### config.mk
export PLATFORM = sky130hd
export DESIGN_NAME = uart_fifo_bridge
export DESIGN_NICKNAME = d
export VERILOG_FILES = /design/src/rtl/uart_fifo_bridge.sv
export SDC_FILE = /design/constraint.sdc
export NUM_CORES = 1
export LEC_CHECK = 0
export ABC_AREA = 0
export CAP_MARGIN = 10
export CORE_ASPECT_RATIO = 1.25
export CORE_UTILIZATION = 63
export DETAILED_ROUTE_END_ITERATION = 10
export GPL_TIMING_DRIVEN = 0
export PLACE_DENSITY_LB_ADDON = 0.08
export SKIP_CTS_REPAIR_TIMING = 1
export SYNTH_ARGS = -nofsm -noshare
export SYNTH_HDL_FRONTEND = slang
export SYNTH_SLANG_ARGS = --single-unit
### constraint.sdc
create_clock -name clk -period 15.55 [get_ports clk]
set_input_delay 3.8875 -clock clk [delete_from_list [all_inputs] [get_ports clk]]
set_output_delay 3.8875 -clock clk [all_outputs]
set_load 0.02 [all_outputs]
### src/rtl/uart_fifo_bridge.sv
// uart_fifo_bridge
//   Serial-side companion of the core's memory-mapped UART port. An 8N1
//   receiver deserializes rxd into a show-ahead RX FIFO read by the core, and
//   an 8N1 transmitter drains a TX FIFO written by the core onto txd.
//
// Ports
//   clk, rst      system clock; asynchronous active-high reset
//   rxd           serial input (asynchronous to clk, idles high)
//   txd           serial output (registered, idles high)
//   rx_q          RX FIFO head byte, valid while rx_empty=0
//   rx_empty      RX FIFO empty
//   rx_rdreq      pop the RX head at the end of this cycle
//   tx_data       byte to enqueue into the TX FIFO
//   tx_wrreq      enqueue tx_data at the end of this cycle
//   tx_full       TX FIFO full
//   rx_overrun    1-cycle pulse: received byte dropped, RX FIFO was full
//   rx_frame_err  1-cycle pulse: stop bit sampled low, byte dropped
//
// Core-side handshake: rx_rdreq acts only when rx_empty=0 and tx_wrreq acts
// only when tx_full=0, both judged on the state before the clock edge; a
// request made otherwise is silently ignored and changes nothing.

module uart_fifo_bridge #(
  parameter int CLKS_PER_BIT = 434,
  parameter int DEPTH_LOG2   = 4
) (
  input  logic       clk,
  input  logic       rst,
  input  logic       rxd,
  output logic       txd,
  output logic [7:0] rx_q,
  output logic       rx_empty,
  input  logic       rx_rdreq,
  input  logic [7:0] tx_data,
  input  logic       tx_wrreq,
  output logic       tx_full,
  output logic       rx_overrun,
  output logic       rx_frame_err
);

  localparam int DEPTH = 1 << DEPTH_LOG2;
  localparam int PW    = DEPTH_LOG2 + 1;
  localparam int CW    = $clog2(CLKS_PER_BIT);

  localparam logic [CW-1:0] BIT_LAST  = CW'(CLKS_PER_BIT - 1);
  localparam logic [CW-1:0] HALF_LAST = CW'(CLKS_PER_BIT / 2 - 1);
  localparam logic [CW-1:0] CNT_ONE   = CW'(1);
  localparam logic [PW-1:0] PTR_ONE   = PW'(1);

  typedef enum logic [1:0] {
    ST_IDLE  = 2'd0,
    ST_START = 2'd1,
    ST_DATA  = 2'd2,
    ST_STOP  = 2'd3
  } uart_state_e;

  // ---------------------------------------------------------------------------
  // rxd synchronizer. sync_vld_q marks when rs_q carries a real sample of the
  // line rather than its reset value, so a line held low out of reset is never
  // mistaken for a falling edge.
  // ---------------------------------------------------------------------------
  logic       rs_meta_q, rs_q, rs_prev_q;
  logic [1:0] sync_vld_q;

  always_ff @(posedge clk or posedge rst) begin
    if (rst) begin
      rs_meta_q  <= 1'b1;
      rs_q       <= 1'b1;
      rs_prev_q  <= 1'b0;
      sync_vld_q <= 2'b00;
    end else begin
      rs_meta_q  <= rxd;
      rs_q       <= rs_meta_q;
      // Only a genuinely observed high level arms the start-edge detector.
      rs_prev_q  <= rs_q & sync_vld_q[1];
      sync_vld_q <= {sync_vld_q[0], 1'b1};
    end
  end

  // ---------------------------------------------------------------------------
  // FIFO storage and pointers (both FIFOs identical)
  // ---------------------------------------------------------------------------
  logic [PW-1:0] rx_wr_q, rx_wr_d, rx_rd_q, rx_rd_d;
  logic [PW-1:0] tx_wr_q, tx_wr_d, tx_rd_q, tx_rd_d;
  logic [7:0]    rx_mem_q [DEPTH];
  logic [7:0]    rx_mem_d [DEPTH];
  logic [7:0]    tx_mem_q [DEPTH];
  logic [7:0]    tx_mem_d [DEPTH];
  logic          rx_full, tx_empty;
  logic          rx_push, rx_pop, tx_push, tx_pop;
  logic [7:0]    tx_head;

  assign rx_empty = (rx_wr_q == rx_rd_q);
  assign rx_full  = (rx_wr_q[PW-1] != rx_rd_q[PW-1]) &&
                    (rx_wr_q[PW-2:0] == rx_rd_q[PW-2:0]);
  assign tx_empty = (tx_wr_q == tx_rd_q);
  assign tx_full  = (tx_wr_q[PW-1] != tx_rd_q[PW-1]) &&
                    (tx_wr_q[PW-2:0] == tx_rd_q[PW-2:0]);

  assign rx_q    = rx_mem_q[rx_rd_q[PW-2:0]];
  assign tx_head = tx_mem_q[tx_rd_q[PW-2:0]];

  assign rx_pop  = rx_rdreq && !rx_empty;
  assign tx_push = tx_wrreq && !tx_full;

  // ---------------------------------------------------------------------------
  // RX FSM
  // ---------------------------------------------------------------------------
  uart_state_e   rx_state_q, rx_state_d;
  logic [CW-1:0] rx_cnt_q, rx_cnt_d;
  logic [2:0]    rx_idx_q, rx_idx_d;
  logic [7:0]    rx_sh_q, rx_sh_d;
  logic          rx_overrun_q, rx_overrun_d;
  logic          rx_frame_err_q, rx_frame_err_d;

  always_comb begin
    rx_state_d     = rx_state_q;
    rx_cnt_d       = rx_cnt_q;
    rx_idx_d       = rx_idx_q;
    rx_sh_d        = rx_sh_q;
    rx_overrun_d   = 1'b0;
    rx_frame_err_d = 1'b0;
    rx_push        = 1'b0;
    case (rx_state_q)
      ST_IDLE: begin
        if (rs_prev_q && !rs_q) begin
          rx_state_d = ST_START;
          rx_cnt_d   = HALF_LAST;
        end
      end
      ST_START: begin
        if (rx_cnt_q == '0) begin
          if (!rs_q) begin
            rx_state_d = ST_DATA;
            rx_idx_d   = 3'd0;
            rx_cnt_d   = BIT_LAST;
          end else begin
            // Line back high at mid-start: a glitch, not a frame.
            rx_state_d = ST_IDLE;
          end
        end else begin
          rx_cnt_d = rx_cnt_q - CNT_ONE;
        end
      end
      ST_DATA: begin
        if (rx_cnt_q == '0) begin
          rx_sh_d  = {rs_q, rx_sh_q[7:1]};
          rx_cnt_d = BIT_LAST;
          if (rx_idx_q == 3'd7) begin
            rx_state_d = ST_STOP;
          end else begin
            rx_idx_d = rx_idx_q + 3'd1;
          end
        end else begin
          rx_cnt_d = rx_cnt_q - CNT_ONE;
        end
      end
      ST_STOP: begin
        if (rx_cnt_q == '0) begin
          rx_state_d = ST_IDLE;
          if (!rs_q) begin
            rx_frame_err_d = 1'b1;
          end else if (rx_full) begin
            rx_overrun_d = 1'b1;
          end else begin
            rx_push = 1'b1;
          end
        end else begin
          rx_cnt_d = rx_cnt_q - CNT_ONE;
        end
      end
      default: rx_state_d = ST_IDLE;
    endcase
  end

  // ---------------------------------------------------------------------------
  // TX FSM. The popped byte lives in tx_sh_q for the whole frame, so its FIFO
  // slot is free as soon as the start bit begins.
  // ---------------------------------------------------------------------------
  uart_state_e   tx_state_q, tx_state_d;
  logic [CW-1:0] tx_cnt_q, tx_cnt_d;
  logic [2:0]    tx_idx_q, tx_idx_d;
  logic [7:0]    tx_sh_q, tx_sh_d;
  logic          txd_q, txd_d;

  always_comb begin
    tx_state_d = tx_state_q;
    tx_cnt_d   = tx_cnt_q;
    tx_idx_d   = tx_idx_q;
    tx_sh_d    = tx_sh_q;
    txd_d      = txd_q;
    tx_pop     = 1'b0;
    case (tx_state_q)
      ST_IDLE: begin
        txd_d = 1'b1;
        if (!tx_empty) begin
          tx_pop     = 1'b1;
          tx_sh_d    = tx_head;
          txd_d      = 1'b0;
          tx_state_d = ST_START;
          tx_cnt_d   = BIT_LAST;
        end
      end
      ST_START: begin
        if (tx_cnt_q == '0) begin
          tx_state_d = ST_DATA;
          tx_idx_d   = 3'd0;
          tx_cnt_d   = BIT_LAST;
          txd_d      = tx_sh_q[0];
        end else begin
          tx_cnt_d = tx_cnt_q - CNT_ONE;
        end
      end
      ST_DATA: begin
        if (tx_cnt_q == '0) begin
          tx_cnt_d = BIT_LAST;
          if (tx_idx_q == 3'd7) begin
            tx_state_d = ST_STOP;
            txd_d      = 1'b1;
          end else begin
            tx_idx_d = tx_idx_q + 3'd1;
            tx_sh_d  = {1'b0, tx_sh_q[7:1]};
            txd_d    = tx_sh_q[1];
          end
        end else begin
          tx_cnt_d = tx_cnt_q - CNT_ONE;
        end
      end
      ST_STOP: begin
        // Returning to IDLE costs one cycle before the next start bit.
        if (tx_cnt_q == '0) begin
          tx_state_d = ST_IDLE;
        end else begin
          tx_cnt_d = tx_cnt_q - CNT_ONE;
        end
      end
      default: tx_state_d = ST_IDLE;
    endcase
  end

  // ---------------------------------------------------------------------------
  // FIFO next state
  // ---------------------------------------------------------------------------
  always_comb begin
    rx_mem_d = rx_mem_q;
    rx_wr_d  = rx_wr_q;
    rx_rd_d  = rx_rd_q;
    tx_mem_d = tx_mem_q;
    tx_wr_d  = tx_wr_q;
    tx_rd_d  = tx_rd_q;
    if (rx_push) begin
      rx_mem_d[rx_wr_q[PW-2:0]] = rx_sh_q;
      rx_wr_d = rx_wr_q + PTR_ONE;
    end
    if (rx_pop) begin
      rx_rd_d = rx_rd_q + PTR_ONE;
    end
    if (tx_push) begin
      tx_mem_d[tx_wr_q[PW-2:0]] = tx_data;
      tx_wr_d = tx_wr_q + PTR_ONE;
    end
    if (tx_pop) begin
      tx_rd_d = tx_rd_q + PTR_ONE;
    end
  end

  // ---------------------------------------------------------------------------
  // State registers
  // ---------------------------------------------------------------------------
  always_ff @(posedge clk or posedge rst) begin
    if (rst) begin
      rx_state_q     <= ST_IDLE;
      rx_cnt_q       <= '0;
      rx_idx_q       <= '0;
      rx_sh_q        <= '0;
      rx_overrun_q   <= 1'b0;
      rx_frame_err_q <= 1'b0;
      tx_state_q     <= ST_IDLE;
      tx_cnt_q       <= '0;
      tx_idx_q       <= '0;
      tx_sh_q        <= '0;
      txd_q          <= 1'b1;
      rx_wr_q        <= '0;
      rx_rd_q        <= '0;
      tx_wr_q        <= '0;
      tx_rd_q        <= '0;
      for (int i = 0; i < DEPTH; i++) begin
        rx_mem_q[i] <= '0;
        tx_mem_q[i] <= '0;
      end
    end else begin
      rx_state_q     <= rx_state_d;
      rx_cnt_q       <= rx_cnt_d;
      rx_idx_q       <= rx_idx_d;
      rx_sh_q        <= rx_sh_d;
      rx_overrun_q   <= rx_overrun_d;
      rx_frame_err_q <= rx_frame_err_d;
      tx_state_q     <= tx_state_d;
      tx_cnt_q       <= tx_cnt_d;
      tx_idx_q       <= tx_idx_d;
      tx_sh_q        <= tx_sh_d;
      txd_q          <= txd_d;
      rx_wr_q        <= rx_wr_d;
      rx_rd_q        <= rx_rd_d;
      tx_wr_q        <= tx_wr_d;
      tx_rd_q        <= tx_rd_d;
      rx_mem_q       <= rx_mem_d;
      tx_mem_q       <= tx_mem_d;
    end
  end

  assign txd          = txd_q;
  assign rx_overrun   = rx_overrun_q;
  assign rx_frame_err = rx_frame_err_q;

endmodule
-- Yosys cells after proc, flatten, opt, wreduce, memory -nomap -nowiden
Cells that the tools add are included.
- mux-type cells: 66
- $lt $le $gt $ge: 6
- reductions and logical operators: 28
- bitwise gates (word level): 5
- eq/ne operators: 30
- $add $sub $neg: 8
- operator list (kind ; count):
    128-bit bitwise mux ; 2
    8-bit two-way mux ; 9
    9-bit two-way mux ; 8
    8-bit binary-select mux with 4-bit select ; 2
    8-bit demux with 4-bit select ; 2
    9-bit case mux with 4 select lines ; 1
    2-bit != test, second input constant ; 15
    9-bit case mux with 3 select lines ; 1
    2-bit two-way mux ; 11
    3-bit two-way mux ; 7
    5-bit by 1-bit adder with 5-bit output, second input constant ; 4
    5-bit >= comparator, second input constant ; 4
    4-bit NOT with 5-bit output ; 4
    9-bit zero test ; 2
    9-bit by 1-bit subtractor with 9-bit output, second input constant ; 2
    1-bit two-way mux ; 17
    2-bit case mux with 4 select lines ; 2
    8-bit case mux with 2 select lines ; 1
    5-bit AND reduction ; 3
    3-bit case mux with 2 select lines ; 2
    5-bit == test ; 2
    5-bit by 1-bit less-than comparator with 1-bit output, second input constant ; 2
    2-bit == test, second input constant ; 4
    4-bit == test ; 2
    other kinds (16) ; 34
- word-level logic and storage cells: 194
- output and inout bits: 13
- input bits: 13
- bits in registers: 328

-- Longest topological paths before layout
- word-level depth: 6
- mapped depth: 9
- depth with buffers taken out: 7

-- Least setup slack after synthesis
Ideal clock, no wire load.
- path type: register -> output
- start point: register rx_rd_q[0]
- end point: output port rx_q[0]
- data required time: 11663 ps
- arrival time: 1900 ps
- setup slack: 9763 ps
- buffers on the path: 3
- cell stages (with the launch flop): 7
- path through: dfrtp_1 -> buf_6 -> buf_2 -> buf_2 -> mux4_2 -> mux2i_1 -> a21oi_1
- longest elaborated chain between the ends: 4
- ends and longest elaborated chain (item ; line ; text):
    start: declaration ; 83 ; logic [PW-1:0] rx_wr_q, rx_wr_d, rx_rd_q, rx_rd_d;
    start signal: assignment ; 304 ; rx_rd_q <= rx_rd_d;
    4-bit NOT with 5-bit output (implied by the code) ; 100 ; assign rx_q = rx_mem_q[rx_rd_q[PW-2:0]];
    8-bit binary-select mux with 4-bit select ; 100 ;
    8-bit two-way mux (implied by the code) (2 in series) ; 100 ;
    end: declaration ; 31 ; output logic [7:0] rx_q,
Every way passes these cells. The select of a mux whose other input is x is not followed.

-- Worst setup path after layout
- start point: register rx_rd_q[2]
- end point: output port rx_q[1]
Same word-level chain as after synthesis.

==> metrics.md <==
| Metric | Value |
|---|---|
| Most used standard cells in the synthesized netlist | `sky130_fd_sc_hd__dfrtp_1 (325), sky130_fd_sc_hd__mux2_2 (207), sky130_fd_sc_hd__mux2_4 (74)` |
| Iteration count of the initial detailed-routing pass | `4` |
| Crit path DAT | `3.57 ns` |
| Setup total negative slack | `0 ns` |
| Number of library cell types mapped by synthesis | `76` |
| Number of antenna violations at the first check in global routing | `0` |
| Routability cong. | `0.8444` |
| Clock buffer depth | `3` |
| Max cap viols | `0` |
| Placement Cell Area | `0.01683 sq mm` |
| Full die area | `0.02620 sq mm` |
| Startpoint of the worst register-to-register path | `tx_rd_q[2]` |
| Final design utilization | `71.44%` |
| HPWL Detailed | `23520 microns` |
| EDFF count, synth | `0` |
| Area Growth Syn to Fin | `11.54%` |
| Worst-case hold path end point | `sync_vld_q[1]` |
| Layout Nets | `1232` |
| Avg Synthesized Cell Area | `14.26 sq um` |
| Worst Skew | `0.02377 ns` |
| Cell with the most instances after synthesis | `sky130_fd_sc_hd__dfrtp_1` |
| Avg WL per Cell | `22.76 microns` |
| Die Ht | `180.7 microns` |
| Yosys warning count | `0` |
| Period minus WS final | `7.457 ns` |
| Post-CTS clock slew at the launch and capture registers of the worst setup and hold paths | `0.06 ns` |
| Pwr per Cell Area | `180.7 mW/mm^2` |
| Final wirelength | `35280 microns` |
| Total inserted antenna cells | `0` |
| Critical path required time | `11.66 ns` |
| Number of stages on the worst hold path | `0` |
| Min-delay src | `sync_vld_q[0]` |
| Post-route cell area | `0.01795 sq mm` |
| Clk sink count | `328` |
| Unrepaired setup endpoints after global routing | `no` |
| Part of the cycle the worst path needs | `47.96%` |
| Detailed router's first-iteration violation count | `495` |
| Proportion of synthesized flip-flops having asynchronous set or reset | `100.0%` |
| Post-synth top area share | `50.52%` |
| Number of hold violations in the final report | `0` |
| Final Max Tran Viols | `0` |
| Residual overflow from global routing | `0` |
| Worst reg2reg path depth | `6` |
| First-pass GRT wire length | `57330 microns` |
| Clock latency on the worst-skew pair | `0.51 ns` |
| DR vias | `9550` |
| Number of nets produced by synthesis | `1168` |
| Ports placed on the boundary | `26` |
| Fraction of final layout cells with drive strength greater than 1 | `38.68%` |
| Kind of critical path | `register to output pin` |
| Kind of path behind the tightest hold check | `register to register` |
| Sequential share of the synthesized area | `51.01%` |
| Instance count of the mapped netlist | `1129` |
| Clk root buf | `sky130_fd_sc_hd__clkbuf_16` |
| Initial core utilization | `64.05%` |
| Total Power Consumption | `3.245 mW` |
| Worst reg2reg setup slack | `12.79 ns` |
| Actual transition at the worst max-transition pin | `0.9006 ns` |
| Largest net degree at the start of global routing | `128` |
| Via count of the first global-routing pass | `10280` |
| Number of levels in the clock H-tree | `2` |
| Core Region | `0.02513 sq mm` |
| Filler cell count | `1668` |
| DRC | `0` |
| Reported leakage power | `8.095 nW` |
| Pre-CTS setup slack | `8.656 ns` |
| Cell type with the largest total area after synthesis | `sky130_fd_sc_hd__dfrtp_1` |
| Detailed-route vias per instance | `6.161` |
| Worst slew margin relative to its limit | `39.96%` |
| IO Port Bufs | `25` |
| Number of register bits inferred by synthesis | `328` |
| Die Width | `145.0 microns` |
| Max rail drop VDD | `0.1024 mV` |
| Number of setup violations in the final report | `0` |
| Critical path endpoint category | `output pin` |
| Cts bufs inserted | `35` |
| Top fanout value on the critical path | `10` |
| Capturing point of the worst reg2reg path | `tx_sh_q[1]` |
| Count of standard-cell rows | `65` |
| Setup ws final | `8.093 ns` |
| Dominant register cell in the synthesized netlist | `sky130_fd_sc_hd__dfrtp_1` |
| Peak Freq | `134.1 MHz` |
| Clock tree from TritonCTS | `yes` |
| Outcome | `finished clean` |
| Startpoint Class | `register` |
| Residual antenna-violating net count after detailed routing | `0` |
| Tot GR Track Use | `28.32%` |
| Top area cells in the synthesized netlist | `sky130_fd_sc_hd__dfrtp_1 (51%), sky130_fd_sc_hd__mux2_2 (14%), sky130_fd_sc_hd__mux4_2 (7.8%)` |
| Mapped cell area | `0.01610 sq mm` |
-- through the flow --
step | hold slack [ns] | std cells
global placement | 0.3357 | 1489
detailed placement | 0.3385 | 1491
finish | 0.3497 | 1550
CTS | 0.3521 | 1550
global route | 0.3623 | 1550
floorplan | 0.3312 | 1129
-- sequential cells by signal, summed over array words and instances, names as in the netlist, 2 cells and up, named ones only --
| signal | count |
|---|---|
| rx_idx_q | 3 |
| rx_wr_q | 5 |
| tx_state_q | 2 |
| rx_sh_q | 8 |
| rx_cnt_q | 9 |
| tx_mem_q | 128 |
| tx_sh_q | 8 |
| tx_wr_q | 5 |
| rx_rd_q | 5 |
| tx_rd_q | 5 |
| tx_cnt_q | 9 |
| sync_vld_q | 2 |
| tx_idx_q | 3 |
| rx_mem_q | 128 |
-- cells by family (layout without fill, tap and decap cells) --
kind of cell,count (synthesis),after routing,synth area share [%]
AOI/OAI and AO/OA,123,123,5.379
buffers and inverters,97,183,3.265
xor gates and xnor gates,29,29,1.625
and+or+nand+nor,167,167,6.094
muxes,358,358,30.58
adders and majority gates,26,26,2.021
DFF,328,328,51.01
other,1,1,0.02330
-- routing by layer --
metal	part of all wire, %	vias up	track usage [%]
met5	0	-	0
met2	52	191	49.94
met4	4.6	0	13.15
met3	3.4	80	4.015
met1	40	5012	34.43
li1	-	4267	-
-- how the worst max path moves through the flow --
stage	cells past startpoint	start	end
3_3_place_gp	2	rst	rx_mem_q[104]
6_report	6	rx_rd_q[2]	rx_q[1]
4_1_cts	6	rx_rd_q[2]	rx_q[1]
3_5_place_dp	6	rx_rd_q[2]	rx_q[1]
2_1_floorplan	1	rst	async pin
5_1_grt	6	rx_rd_q[2]	rx_q[1]
-- layout make-up --
cell class,count,area (sq um),share of cell area (%)
clock buffers,47,1011,5.631
flip-flops and latches,328,8212,45.74
repair buffers,27,305.3,1.700
plain buffers,71,427.9,2.383
clock inverters,12,113.9,0.6342
inverters,26,105.1,0.5854
well taps,335,419.2,2.335
multi-input cells,704,7360,40.99
-- cells in the final DEF (no fill, tap or decap), types with 6 or more instances in the layout --
cell	synthesis	final
sky130_fd_sc_hd__a211oi_1	10	10
sky130_fd_sc_hd__a21oi_1	27	27
sky130_fd_sc_hd__a221oi_1	8	8
sky130_fd_sc_hd__a22oi_1	7	7
sky130_fd_sc_hd__a32oi_1	6	6
sky130_fd_sc_hd__and3_1	12	12
sky130_fd_sc_hd__buf_2	15	15
sky130_fd_sc_hd__buf_6	14	14
sky130_fd_sc_hd__clkbuf_1	32	35
sky130_fd_sc_hd__clkbuf_16	0	35
sky130_fd_sc_hd__clkbuf_8	0	9
sky130_fd_sc_hd__clkdlybuf4s50_1	0	25
sky130_fd_sc_hd__clkinv_2	0	9
sky130_fd_sc_hd__dfrtp_1	325	325
sky130_fd_sc_hd__ha_1	26	26
sky130_fd_sc_hd__inv_1	26	25
sky130_fd_sc_hd__mux2_1	7	7
sky130_fd_sc_hd__mux2_2	207	207
sky130_fd_sc_hd__mux2_4	74	74
sky130_fd_sc_hd__mux2i_1	14	14
sky130_fd_sc_hd__mux4_2	56	56
sky130_fd_sc_hd__nand2_1	47	47
sky130_fd_sc_hd__nand2b_1	6	6
sky130_fd_sc_hd__nor2_1	28	28
sky130_fd_sc_hd__nor2_2	13	13
sky130_fd_sc_hd__nor2b_1	14	14
sky130_fd_sc_hd__nor3_1	7	7
sky130_fd_sc_hd__o21ai_0	20	20
sky130_fd_sc_hd__or4_1	7	7
sky130_fd_sc_hd__xnor2_1	16	16
sky130_fd_sc_hd__xor2_1	12	12
-- power by group --
part	internal, mW	switching [mW]	total, mW
clock	0.488	0.336	0.823
combinational	0.578	0.617	1.20
sequential	1.08	0.143	1.23
-- critical path: stages, from the launching register on --
cell	delay [ns]
sky130_fd_sc_hd__dfrtp_1	0.32
sky130_fd_sc_hd__buf_4	0.21
sky130_fd_sc_hd__clkbuf_1	0.66
sky130_fd_sc_hd__clkbuf_1	0.67
sky130_fd_sc_hd__mux2i_1	0.30
sky130_fd_sc_hd__a21oi_1	0.25
sky130_fd_sc_hd__clkdlybuf4s50_1	0.63
(Power assumes the default switching activity.)
